<file path="config.mk">
export PLATFORM = sky130hd
export DESIGN_NAME = fpga_interface
export DESIGN_NICKNAME = d
export VERILOG_FILES = /design/src/rtl/fpga_if_pkg.sv /design/src/rtl/seg7_decoder.sv /design/src/rtl/fpga_interface.sv
export SDC_FILE = /design/constraint.sdc
export NUM_CORES = 1
export LEC_CHECK = 0
export ABC_AREA = 1
export BUFFER_PORTS_ARGS = -buffer_cell sky130_fd_sc_hd__buf_2
export CAP_MARGIN = 20
export CORE_MARGIN = 4
export CORE_UTILIZATION = 61
export DETAILED_ROUTE_END_ITERATION = 10
export HOLD_SLACK_MARGIN = 0.03
export PLACE_DENSITY = 0.84
export SLEW_MARGIN = 40
export SYNTH_ARGS = -nofsm -noshare
export SYNTH_HDL_FRONTEND = slang
export SYNTH_HIERARCHICAL = 1
export SYNTH_SLANG_ARGS = --single-unit
</file>
<file path="constraint.sdc">
create_clock -name clk -period 10.1 [get_ports clk]
set_input_delay 1.01 -clock clk [delete_from_list [all_inputs] [get_ports clk]]
set_output_delay 1.01 -clock clk [all_outputs]
set_load 0.05 [all_outputs]
</file>
<file path="src/rtl/fpga_if_pkg.sv">
// fpga_if_pkg
//   Shared definitions for the board-level debug front end (fpga_interface):
//   - pipeline stage encoding used by the stage-select switches
//   - active-low 7-segment patterns and the blank pattern
//   - number of decimal digits shown and a power-of-ten helper used to
//     build the constant dividers for digit extraction
package fpga_if_pkg;

  // Stage codes as they appear on SW[2:0]
  typedef enum logic [2:0] {
    STAGE_FETCH       = 3'd0,
    STAGE_FETCH_WAIT  = 3'd1,
    STAGE_DECODE      = 3'd2,
    STAGE_EXECUTE     = 3'd3,
    STAGE_MEMORY      = 3'd4,
    STAGE_MEMORY_WAIT = 3'd5,
    STAGE_WRITEBACK   = 3'd6,
    STAGE_NONE        = 3'd7
  } stage_e;

  localparam int NUM_DIGITS = 6;

  // Segment order is {g,f,e,d,c,b,a}, active low
  localparam logic [6:0] SEG_BLANK = 7'b1111111;

  // Digits 0..9; codes 10..15 never come out of a decimal split and show blank
  localparam logic [6:0] seg_lut [16] = '{
    7'b1000000, 7'b1111001, 7'b0100100, 7'b0110000,
    7'b0011001, 7'b0010010, 7'b0000010, 7'b1111000,
    7'b0000000, 7'b0010000,
    7'b1111111, 7'b1111111, 7'b1111111,
    7'b1111111, 7'b1111111, 7'b1111111
  };

  // 10**n, only ever called with elaboration-time constants
  function automatic int pow10(input int n);
    int r;
    r = 1;
    for (int i = 0; i < n; i++) begin
      r = r * 10;
    end
    return r;
  endfunction

endpackage

</file>
<file path="src/rtl/seg7_decoder.sv">
// seg7_decoder
//   Maps one 4-bit digit code to its active-low 7-segment pattern.
// Ports
//   digit  in  4   digit code (0..9 shown, 10..15 blank)
//   seg    out 7   segments {g,f,e,d,c,b,a}, active low
module seg7_decoder
  import fpga_if_pkg::*;
(
  input  logic [3:0] digit,
  output logic [6:0] seg
);

  assign seg = seg_lut[digit];

endmodule

</file>
<file path="src/rtl/fpga_interface.sv">
// fpga_interface
//   Debug front end for the ARM32 pipeline on a DE1-SoC style board. In
//   manual-clock mode six active-low 7-seg digits show one decimal value,
//   either the register picked by SW[7:4] or the PC of the stage picked by
//   SW[2:0]. Digits refill one per clock (HEX0 first) and keep cycling so a
//   changing value is refreshed continuously. LEDR shows the selected stage's
//   opcode, inverted.
// Configuration
//   FPGA_IF_STAGE_LED_EN  when defined, LEDR[9:7] show ~stage_select in
//                         manual mode; otherwise they stay off (1).
// Ports
//   clk                    in   1      system clock
//   rst_n                  in   1      synchronous reset, active HIGH
//   pc_<stage>_unit        in   PC_W   PC of each pipeline stage
//   opcode_<stage>_unit    in   OPC_W  opcode of each pipeline stage
//   selected_reg_value     in   VAL_W  value of register chosen by SW[7:4]
//   SW                     in   10     [9] manual, [8] reg mode, [7:4] reg sel,
//                                      [3] unused, [2:0] stage sel
//   HEX0..HEX5             out  7      active-low digits, HEX0 least significant
//   LEDR                   out  10     active-low LEDs
// The digit count comes from fpga_if_pkg::NUM_DIGITS; the HEX port list is
// fixed at six to match the board.
module fpga_interface
  import fpga_if_pkg::*;
#(
  parameter int PC_W  = 7,
  parameter int OPC_W = 7,
  parameter int VAL_W = 20
) (
  input  logic             clk,
  input  logic             rst_n,
  input  logic [PC_W-1:0]  pc_fetch_unit,
  input  logic [PC_W-1:0]  pc_fetch_wait_unit,
  input  logic [PC_W-1:0]  pc_decode_unit,
  input  logic [PC_W-1:0]  pc_execute_unit,
  input  logic [PC_W-1:0]  pc_memory_unit,
  input  logic [PC_W-1:0]  pc_memory_wait_unit,
  input  logic [PC_W-1:0]  pc_writeback_unit,
  input  logic [OPC_W-1:0] opcode_fetch_unit,
  input  logic [OPC_W-1:0] opcode_fetch_wait_unit,
  input  logic [OPC_W-1:0] opcode_decode_unit,
  input  logic [OPC_W-1:0] opcode_execute_unit,
  input  logic [OPC_W-1:0] opcode_memory_unit,
  input  logic [OPC_W-1:0] opcode_memory_wait_unit,
  input  logic [OPC_W-1:0] opcode_writeback_unit,
  input  logic [VAL_W-1:0] selected_reg_value,
  input  logic [9:0]       SW,
  output logic [6:0]       HEX0,
  output logic [6:0]       HEX1,
  output logic [6:0]       HEX2,
  output logic [6:0]       HEX3,
  output logic [6:0]       HEX4,
  output logic [6:0]       HEX5,
  output logic [9:0]       LEDR
);

  localparam int V_W   = (VAL_W > PC_W) ? VAL_W : PC_W;
  localparam int CNT_W = $clog2(NUM_DIGITS);
  localparam logic [CNT_W-1:0] CNT_LAST = CNT_W'(NUM_DIGITS - 1);

  logic       manual_clk_mode;
  logic       show_reg_mode;
  logic [3:0] reg_select;
  logic [2:0] stage_select;
  logic       unused_sw;

  assign manual_clk_mode = SW[9];
  assign show_reg_mode   = SW[8];
  assign reg_select      = SW[7:4];
  assign stage_select    = SW[2:0];
  assign unused_sw       = SW[3];

  logic [7:0] sel;
  assign sel = {show_reg_mode, reg_select, stage_select};

  logic [6:0]       seg_q [NUM_DIGITS];
  logic [CNT_W-1:0] cnt;
  logic [7:0]       sel_q;
  logic             valid_q;
  logic             mismatch;

  // Any switch move (or a fresh reset) invalidates what is on the display
  assign mismatch = !valid_q || (sel_q != sel);

  logic [PC_W-1:0]  stage_pc;
  logic [OPC_W-1:0] stage_opc;

  // Pick PC and opcode of the selected stage; STAGE_NONE reads as zero
  always_comb begin
    stage_pc  = '0;
    stage_opc = '0;
    case (stage_e'(stage_select))
      STAGE_FETCH:       begin stage_pc = pc_fetch_unit;       stage_opc = opcode_fetch_unit;       end
      STAGE_FETCH_WAIT:  begin stage_pc = pc_fetch_wait_unit;  stage_opc = opcode_fetch_wait_unit;  end
      STAGE_DECODE:      begin stage_pc = pc_decode_unit;      stage_opc = opcode_decode_unit;      end
      STAGE_EXECUTE:     begin stage_pc = pc_execute_unit;     stage_opc = opcode_execute_unit;     end
      STAGE_MEMORY:      begin stage_pc = pc_memory_unit;      stage_opc = opcode_memory_unit;      end
      STAGE_MEMORY_WAIT: begin stage_pc = pc_memory_wait_unit; stage_opc = opcode_memory_wait_unit; end
      STAGE_WRITEBACK:   begin stage_pc = pc_writeback_unit;   stage_opc = opcode_writeback_unit;   end
      default:           begin stage_pc = '0;                  stage_opc = '0;                      end
    endcase
  end

  logic [V_W-1:0] value;

  always_comb begin
    value = show_reg_mode ? V_W'(selected_reg_value) : V_W'(stage_pc);
  end

  // Each decimal digit uses its own constant divider; values above
  // 999999 simply lose their upper digits
  logic [3:0] digit_val [NUM_DIGITS];

  for (genvar k = 0; k < NUM_DIGITS; k++) begin : g_digit
    assign digit_val[k] = 4'((value / V_W'(pow10(k))) % V_W'(10));
  end

  // A restart always writes digit 0; otherwise the fill pointer chooses
  logic [CNT_W-1:0] digit_idx;
  logic [3:0]       cur_digit;
  logic [6:0]       cur_seg;

  always_comb begin
    digit_idx = mismatch ? '0 : cnt;
    cur_digit = digit_val[0];
    for (int k = 0; k < NUM_DIGITS; k++) begin
      if (digit_idx == CNT_W'(k)) begin
        cur_digit = digit_val[k];
      end
    end
  end

  seg7_decoder u_seg7_decoder (
    .digit (cur_digit),
    .seg   (cur_seg)
  );

  // Fill/refresh engine: restart on mismatch, else write one digit per edge
  always_ff @(posedge clk) begin
    if (rst_n) begin
      for (int k = 0; k < NUM_DIGITS; k++) begin
        seg_q[k] <= SEG_BLANK;
      end
      cnt     <= '0;
      sel_q   <= '0;
      valid_q <= 1'b0;
    end else if (mismatch) begin
      sel_q    <= sel;
      valid_q  <= 1'b1;
      seg_q[0] <= cur_seg;
      for (int k = 1; k < NUM_DIGITS; k++) begin
        seg_q[k] <= SEG_BLANK;
      end
      cnt <= CNT_W'(1);
    end else begin
      for (int k = 0; k < NUM_DIGITS; k++) begin
        if (cnt == CNT_W'(k)) begin
          seg_q[k] <= cur_seg;
        end
      end
      cnt <= (cnt == CNT_LAST) ? '0 : cnt + 1'b1;
    end
  end

  // Blank instantly on a switch move so stale digits never mix with new ones
  logic show;
  assign show = manual_clk_mode && !mismatch;

  assign HEX0 = show ? seg_q[0] : SEG_BLANK;
  assign HEX1 = show ? seg_q[1] : SEG_BLANK;
  assign HEX2 = show ? seg_q[2] : SEG_BLANK;
  assign HEX3 = show ? seg_q[3] : SEG_BLANK;
  assign HEX4 = show ? seg_q[4] : SEG_BLANK;
  assign HEX5 = show ? seg_q[5] : SEG_BLANK;

  // LEDs are active low, so the opcode is inverted onto them
  always_comb begin
    LEDR = 10'h3FF;
    if (manual_clk_mode) begin
      LEDR[6:0] = ~7'(stage_opc);
`ifdef FPGA_IF_STAGE_LED_EN
      LEDR[9:7] = ~stage_select;
`else
      LEDR[9:7] = 3'b111;
`endif
    end
  end

endmodule

</file>
==> metrics.txt, run 1 <==
status=completed; Worst Path Buf+Inv=13; Critical Path RT=10.12 ns; CP peak stage delay=0.30 ns; Clock Skew=0.004218 ns; worst skew pair latency=0.30 ns; synthesized area=12780 um^2; met1 global-route usage=33.61%; Initial Util=62.56%; Core Area=20430 um^2; initial antenna violation count=1; min Tclk post-route=9.370 ns; Die W=152.8 um; maxcap violations=0; Final Cycle Share=92.77%; root buffer cell=clkbuf_16; WHS Endpoint=cnt[2]; Slew @ Worst Pin=0.7647 ns; Worst-path clk slew=0.07 ns; Post-DRT Antenna Nets=0; drt initial violations=881; critical path's most frequent cell=nand2_2; Critical Path Sink Type=register; Setup violations, final=0; Area Growth Syn to Fin=15.90%; largest family of logic cells by synthesized area=simple AND/OR/NAND/NOR gates; Sequential cell area=1501 um^2; maximum clock path buffer count=2; DRC errors left=0; Post-Synth Simple-Gate Area=56.31%; routed wire length per instance=13.22 um; met3 Usage GRT=3.124%; met2 Usage GRT=54.58%; CP max stage cell=ha_1; Slew HR=48.63%; commonest register cell after synthesis=edfxtp_1; Arrival @ worst endpoint=9.39 ns; Adder-Cell Fraction of Synth Area=1.273%; gp weighted congestion=1.030; share of cells above drive strength 1=25.71%; register bit total from synthesis=54; H-tree depth=2; Worst Hold Launch=cnt[1]; FF-to-FF path depth=76; Max Freq=106.7 MHz; critical path type=in -> reg; Die Height=152.8 um; via count=15150; yosys warns=6; Hold Path Depth=3; Post-Synth XOR/XNOR Area=5.179%; GRT overflow=0; GRT busiest layer=met2; r2r setup slk=1.59 ns; sequential element share of the synthesized area=11.75%; Synth cell types=68; Worst Setup SP=SW[8]; final WL=37.10 mm; DP HPWL=30.01 mm; Overall Global Routing Usage=29.40%; area of the multi-input gates=9935 um^2; final net count=2678; clk sinks=54; mux cell area share after synthesis=0.2349%; CP top delay family=simple AND/OR/NAND/NOR gates; vias in the first global route=13570; Synth Area in Compound Gates=11.04%; Hold Vio Cnt, Final=0; asr flop ratio synth=0%; RR Endpoint=seg_q[4][1]; hold crit path type=reg -> reg; CTS tree=done; Avg Cell Area, Syn=5.485 um^2; Die Outline Area=23330 um^2; cts bufs inserted=5; Synth Instances=2330; port buffer count=177; startpoint types=input port; Hold Worst Slack=0.7819 ns; row cnt=52; IO Count=182; Filler Cell Count=1823; RR Startpoint=cnt[1]; Post-synth EDFFs=42; Worst Path Max Fanout=8; vias per cell=5.399; largest net degree at the start of global routing=43; DR pass1 iterations=6; fin. max-slew vios=0; first-pass GRT wire length=59.82 mm
synth_stat cells (3+ instances only):
master	count	area, um^2
nor2_2	23	143.9
nor3_1	17	85.08
a22oi_1	8	60.06
a21oi_1	65	325.3
nand3_1	247	1236
clkbuf_8	10	137.6
clkbuf_1	12	45.04
buf_6	3	33.78
o21bai_1	3	22.52
o21a_1	3	22.52
inv_1	336	1261
nor3_2	3	30.03
nor4_1	5	31.28
mux2i_1	3	30.03
a21o_1	3	22.52
clkinv_2	3	15.01
xor2_1	58	508.0
inv_2	45	168.9
edfxtp_1	42	1261
or2_2	3	18.77
o21ai_0	83	415.4
clkinv_1	11	41.29
ha_1	13	162.7
nand3b_1	8	60.06
and2_4	3	26.28
o21ai_2	8	70.07
nor2_4	8	90.09
o211ai_1	9	67.56
nand2_2	161	1007
nand2_4	18	202.7
nand3_2	26	260.3
dfxtp_1	12	240.2
nor2_1	163	611.8
a221oi_1	12	105.1
and2_1	5	31.28
xnor2_1	12	105.1
nand4_1	47	294.0
o22ai_1	4	25.02
o21ai_1	18	90.09
buf_4	10	75.07
nand3_4	5	87.58
nand2_1	765	2872
final cells by class:
class                           instances  area share [%]
Tap cell                              270           2.281
Clock buffer                            6          0.9376
Clock inverter                          2          0.2618
Inverter                              396           10.13
Sequential cell                        54           10.14
Multi-Input combinational cell       1842           67.07
Timing Repair Buffer                  236           9.173
Antenna cell                            1         0.01689
how the worst max path moves through the flow:
| stage | endpoint | slack [ns] | cells after the start |
|---|---|---|---|
| after global placement | seg_q[1][3] | 0.33 | 92 |
| after global routing | seg_q[2][0] | -0.23 | 94 |
| after floorplan | seg_q[2][3] | 1.55 | 92 |
| after CTS | seg_q[0][3] | 0.20 | 92 |
| after detailed placement | seg_q[1][3] | -0.09 | 92 |
| final | seg_q[4][1] | 0.73 | 90 |
metal layers:
metal	share of wire, %	routed length [um]	vias to the layer above
li1	-	-	7780
met1	39	14470	6729
met2	51	18840	536
met3	6.0	2210	109
met4	4.3	1581	0
met5	0	0	-
worst reg2reg max path: cells and delay by family, from the launching register on:
kind,cells,cell delay (ns)
compound gates,2,0.38
fa+ha+maj,1,0.27
buf+inv,8,0.95
flops,1,0.42
simple gates,65,6.19
stage by stage:
| stage | instance area [um^2] | setup TNS, ns | utilization, % | setup WS, ns | cells |
|---|---|---|---|---|---|
| floorplan | 12790 | 0 | - | 1.555 | 2332 |
| finish | 14810 | 0 | 72.51 | 0.7303 | 2807 |
| CTS | 14070 | 0 | 68.87 | 0.2009 | 2773 |
| detailed placement | 13890 | -0.4352 | 68.00 | -0.08512 | 2765 |
| global route | 14810 | -5.256 | 72.51 | -0.2341 | 2807 |
| global placement | 13890 | 0 | 68.00 | 0.3311 | 2765 |
cell usage in the layout (no fill, tap or decap), drive strengths merged, types with 7 or more instances in the layout:
master | Yosys | final
a21oi | 67 | 67
a221oi | 12 | 12
a22oi | 8 | 8
and2 | 8 | 8
buf | 16 | 235
clkbuf | 24 | 7
clkinv | 14 | 14
dfxtp | 12 | 12
edfxtp | 42 | 42
ha | 13 | 13
inv | 382 | 383
nand2 | 944 | 944
nand3 | 278 | 278
nand3b | 8 | 8
nand4 | 50 | 50
nor2 | 196 | 196
nor3 | 20 | 20
o211ai | 9 | 9
o21ai | 109 | 109
xnor2 | 14 | 14
xor2 | 59 | 59
cells by family after synthesis:
group,count (synthesis)
AO/OA/AOI/OAI,235
XOR/XNOR,73
flip-flops,54
other,1
adder cells (fa/ha/maj),13
buffers and inverters,436
multiplexers,3
AND/OR/NAND/NOR,1515
registers in the layout, indices dropped and copies added, names as in the netlist:
name,flops
valid_q,1
seg_q,42
cnt,3
sel_q,8
repair_timing:
| item | 4_1_cts | 5_1_grt |
|---|---|---|
| hold buffers | 0 | 0 |
| endpoints found under the setup margin | 0 | 42 |
| setup buffers | 0 | 33 |
| gates resized for setup | 0 | 131 |
Power of run 1 is not shown: default switching activity piles up to over one toggle a cycle in this logic, so the estimate is an artifact.
==> run 2, diff against run 1 <==
--- a/config.mk
+++ b/config.mk
@@ -13,6 +13,7 @@
 export DETAILED_ROUTE_END_ITERATION = 10
 export HOLD_SLACK_MARGIN = 0.03
 export PLACE_DENSITY = 0.84
+export REMOVE_ABC_BUFFERS = 1
 export SLEW_MARGIN = 40
 export SYNTH_ARGS = -nofsm -noshare
 export SYNTH_HDL_FRONTEND = slang
==> run 2 against run 1 <==
  * Design area down 0.17%
  * Register-to-register slack worse by 0.10 ns
  * Critical path type unchanged
  * Clock-buffer cell count is 1 lower
==> metrics.txt, run 2 (same netlist as run 1, synthesis figures left out) <==
status=completed (unchanged); most frequent cells in the layout=731 x nand2_1, 322 x inv_1, 231 x nand3_1 (was 733 x nand2_1, 324 x inv_1, 232 x nand3_1); Die Height=152.8 um (unchanged); final WL=36.65 mm (was 37.10 mm); port buffer count=177 (unchanged); Worst Path Buf+Inv=13 (unchanged); Max Freq=107.7 MHz (was 106.7 MHz); gp weighted congestion=0.9164 (was 1.030); share of cells above drive strength 1=25.73% (was 25.71%); Slew HR=44.79% (was 48.63%); DP HPWL=29.01 mm (was 30.01 mm); routed wire length per instance=13.08 um (was 13.22 um); Post-DRT Antenna Nets=0 (unchanged); initial antenna violation count=2 (was 1); Slew @ Worst Pin=0.8233 ns (was 0.7647 ns); clk sinks=54 (unchanged); # hold bufs at CTS=0 (unchanged); Critical Path RT=10.12 ns (about the same); first-pass GRT wire length=59.47 mm (was 59.82 mm); final net count=2673 (was 2678); DRC errors left=0 (unchanged); drt initial violations=1223 (was 881); Arrival @ worst endpoint=9.30 ns (was 9.39 ns); worst skew pair latency=0.29 ns (was 0.30 ns); Reg with most FFs=seg_q (unchanged); Largest register FFs=42 (unchanged); maximum clock path buffer count=2 (unchanged); Die W=152.8 um (unchanged); startpoint types=input port (unchanged); Worst Path Max Fanout=7 (was 8); cts bufs inserted=5 (unchanged); root buffer cell=clkbuf_16 (unchanged); Worst-path clk slew=0.07 ns (about the same); H-tree depth=2 (unchanged); critical path's most frequent cell=nand2_2 (unchanged); min Tclk post-route=9.283 ns (was 9.370 ns); largest net degree at the start of global routing=43 (unchanged); CTS tree=done (unchanged); Final Cycle Share=91.91% (was 92.77%); commonest non-fill, non-tap cell in the layout=nand2_1 (unchanged); row cnt=52 (unchanged); Clock Skew=0.005186 ns (was 0.004218 ns); Initial Util=62.56% (unchanged); CP max stage cell=mux2i_1 (was ha_1); CP peak stage delay=0.42 ns (was 0.30 ns); Finished Core Util=72.38% (was 72.51%); Die Outline Area=23330 um^2 (unchanged); Hold Vio Cnt, Final=0 (unchanged); Setup violations, final=0 (unchanged); vias in the first global route=13520 (was 13570); met2 Usage GRT=53.00% (was 54.58%); Overall Global Routing Usage=28.79% (was 29.40%); via count=15130 (was 15150); GRT busiest layer=met2 (unchanged); biggest regs=seg_q x42, sel_q x8, cnt x3 (unchanged); DR pass1 iterations=6 (unchanged); fin. max-slew vios=0 (unchanged); GRT overflow=0 (unchanged); Area Growth Syn to Fin=15.70% (was 15.90%); Core Area=20430 um^2 (unchanged); CP top delay family=simple AND/OR/NAND/NOR gates (unchanged); met1 global-route usage=34.26% (was 33.61%); met3 Usage GRT=3.266% (was 3.124%); vias per cell=5.401 (was 5.399); Critical Path Sink Type=register (unchanged); critical path type=in -> reg (unchanged); Filler Cell Count=1840 (was 1823); IO Count=182 (unchanged); maxcap violations=0 (unchanged); hold crit path type=reg -> reg (unchanged)
-- run 2: cell count changes in the layout (fill, tap and decap cells not counted), moves of 4 or more --
cell     delta
nand3_2     +4
buf_4       -5
nand2_2     -5
nand2_4     +6
-- run 2: worst paths after layout --
| path | slack, ns | endpoint | startpoint | depth (start not counted) |
|---|---|---|---|---|
| worst max register to register | 1.49 | seg_q[4][3] | cnt[0] | 78 |
| worst min register to register | 0.82 | cnt[2] | cnt[1] | 3 |
| worst min-delay path | 0.82 | cnt[2] | cnt[1] | 3 |
| worst max-delay path | 0.82 | seg_q[4][3] | SW[8] | 89 |
-- run 2: worst reg2reg max path, delay by kind of cell, from the launching register on --
family	cells	cell delay [ns]
simple gates	64	5.91
flops	1	0.58
fa+ha+maj	1	0.28
compound gates	3	0.48
buf+inv	10	1.10
-- run 2: layer usage --
metal | up-vias | part of all wire, %
li1 | 7794 | -
met1 | 6733 | 40
met2 | 507 | 50
met3 | 100 | 6.2
met4 | 0 | 3.7
met5 | - | 0
-- run 2: area by class of cell --
cell class / instances / area (um^2) / share of cell area (%)
tap: 270 / 337.8 / 2.284
antenna: 2 / 5.005 / 0.03384
timing repair buffer: 231 / 1321 / 8.935
sequential: 54 / 1501 / 10.15
clock inverter: 2 / 13.76 / 0.09307
multi-input combinational: 1842 / 9980 / 67.48
clock buffer: 5 / 125.1 / 0.8461
inverter: 396 / 1504 / 10.17
-- run 2: stage by stage --
step	instance area [um^2]	worst slack, ns	hold WS [ns]	instances	setup TNS, ns
after floorplan	12470	1.380	0.7147	2292	0
after global placement	13870	0.3735	0.7585	2763	0
after detailed placement	13870	-0.1045	0.7878	2763	-0.7621
after CTS	14010	0.1887	0.7974	2770	0
after global routing	14790	-0.08111	0.8441	2802	-1.610
final	14790	0.8170	0.8164	2802	0
-- run 2: what timing repair did --
action | in CTS | in global routing
setup endpoints to repair | 0 | 42
resized for setup | 0 | 148
buffers inserted | 0 | 30
Power of run 2 is left out for the same reason.
==> run 3, diff against run 2 <==
--- a/config.mk
+++ b/config.mk
@@ -13,6 +13,7 @@
 export DETAILED_ROUTE_END_ITERATION = 10
 export HOLD_SLACK_MARGIN = 0.03
 export PLACE_DENSITY = 0.84
+export RECOVER_POWER = 25
 export REMOVE_ABC_BUFFERS = 1
 export SLEW_MARGIN = 40
 export SYNTH_ARGS = -nofsm -noshare
==> run 3 against run 2 <==
  * Final cell count is the same
  * First-iteration DRC count stayed put
  * Sequential share of layout area about the same
  * Clock-buffer cell count unchanged
  * Worst hold slack barely moved
  * Non-clock buffer count unchanged
  * Global-route usage unchanged
==> metrics.txt, run 3 (same netlist as run 1, synthesis figures left out) <==
Critical Path Sink Type=register (unchanged); critical path type=in -> reg (unchanged); clk sinks=54 (unchanged); final net count=2673 (unchanged); DR WL met3=2.297 mm (was 2.267 mm); # hold bufs at CTS=0 (unchanged); largest net degree at the start of global routing=43 (unchanged); Die Outline Area=23330 um^2 (unchanged); fin. max-slew vios=0 (unchanged); Slew HR=44.79% (unchanged); Largest register FFs=42 (unchanged); Worst Setup SP=SW[8] (unchanged); setup ws final=0.8159 ns (was 0.8170 ns); Filler Cell Count=1841 (was 1840); H-tree depth=2 (unchanged); first-pass GRT wire length=59.47 mm (unchanged); Overall Global Routing Usage=28.79% (unchanged); maximum clock path buffer count=2 (unchanged); Worst Hold Launch=cnt[1] (unchanged); IO Count=182 (unchanged); Setup TNS=0 ns (unchanged); DP HPWL=29.01 mm (unchanged); pre-CTS setup slack=-0.1045 ns (unchanged); Die Height=152.8 um (unchanged); Cells after DPL=2763 (unchanged); CP max stage cell=ha_1 (was mux2i_1); port buffer count=177 (unchanged); Post-DRT Antenna Nets=0 (unchanged); gp weighted congestion=0.9164 (unchanged); initial antenna violation count=2 (unchanged); vias in the first global route=13520 (unchanged); share of cells above drive strength 1=25.69% (was 25.73%); biggest regs=seg_q x42, sel_q x8, cnt x3 (unchanged); Worst Path Max Fanout=8 (was 7); Die W=152.8 um (unchanged); commonest non-fill, non-tap cell in the layout=nand2_1 (unchanged); met2 WL=18.39 mm (was 18.40 mm); Area Growth Syn to Fin=15.69% (was 15.70%); Slew @ Worst Pin=0.8233 ns (unchanged); cts bufs inserted=5 (unchanged); maxcap violations=0 (unchanged); routed wire length per instance=13.07 um (was 13.08 um); met1 WL=14.56 mm (was 14.60 mm); Reg with most FFs=seg_q (unchanged); Critical Path RT=10.12 ns (about the same); Core Area=20430 um^2 (unchanged); Clock Skew=0.005177 ns (was 0.005186 ns); final WL=36.62 mm (was 36.65 mm); Worst-path clk slew=0.07 ns (about the same); min Tclk post-route=9.284 ns (was 9.283 ns); critical path's most frequent cell=nand2_2 (unchanged); Max Freq=107.7 MHz (about the same); DRC errors left=0 (unchanged); most frequent cells in the layout=731 x nand2_1, 322 x inv_1, 231 x nand3_1 (unchanged); startpoint types=input port (unchanged); drt initial violations=1223 (unchanged); status=completed (unchanged); Final Cycle Share=91.92% (was 91.91%); worst skew pair latency=0.29 ns (about the same); CP peak stage delay=0.28 ns (was 0.42 ns); Layout Cells excl Fill=2802 (unchanged); Setup violations, final=0 (unchanged); CTS tree=done (unchanged); row cnt=52 (unchanged); Sequential cell area=1501 um^2 (unchanged); DR pass1 iterations=6 (unchanged); root buffer cell=clkbuf_16 (unchanged); vias per cell=5.397 (was 5.401); Initial Util=62.56% (unchanged); via count=15120 (was 15130); area of the multi-input gates=9980 um^2 (unchanged); top layer in use=met4 (unchanged); hold crit path type=reg -> reg (unchanged); Arrival @ worst endpoint=9.30 ns (about the same); GRT overflow=0 (unchanged); Hold Vio Cnt, Final=0 (unchanged); RR Startpoint=cnt[0] (unchanged)
run 3: layer usage:
metal,track usage [%],vias up
met5,0,-
met2,53.00,512
met3,3.266,100
li1,-,7793
met1,34.26,6717
met4,10.73,0
run 3: layout make-up:
cell class	count	share of cell area (%)
repair buffers	231	8.927
clock buffers	5	0.8462
clock inverters	2	0.09308
flip-flops and latches	54	10.15
multi-input cells	1842	67.49
well taps	270	2.285
inverters	396	10.17
diodes	2	0.03385
run 3: repair_timing:
item / CTS / global route
setup buffers: 0 / 30
gates resized for setup: 0 / 148
endpoints found under the setup margin: 0 / 42
run 3: worst max-delay path: cells and delay by family:
kind	cells	cell delay, ns
buffers and inverters	6	0.69
AO/OA/AOI/OAI	2	0.14
AND/OR/NAND/NOR	68	7.15
adder cells (fa/ha/maj)	1	0.28
run 3: path summary, 6_finish.rpt:
kind,cells past startpoint,to,slack [ns]
worst min register to register,3,cnt[2],0.82
worst max-delay path,77,seg_q[4][3],0.82
worst min-delay path,3,cnt[2],0.82
worst max register to register,78,seg_q[4][3],1.48
run 3: through the flow:
stage / hold slack, ns / utilization [%] / area (um^2)
6_report: 0.8164 / 72.38 / 14790
2_1_floorplan: 0.7147 / - / 12470
5_1_grt: 0.8441 / 72.38 / 14790
4_1_cts: 0.7974 / 68.58 / 14010
3_5_place_dp: 0.7878 / 67.90 / 13870
3_3_place_gp: 0.7585 / 67.90 / 13870
Power of run 3 is left out for the same reason.
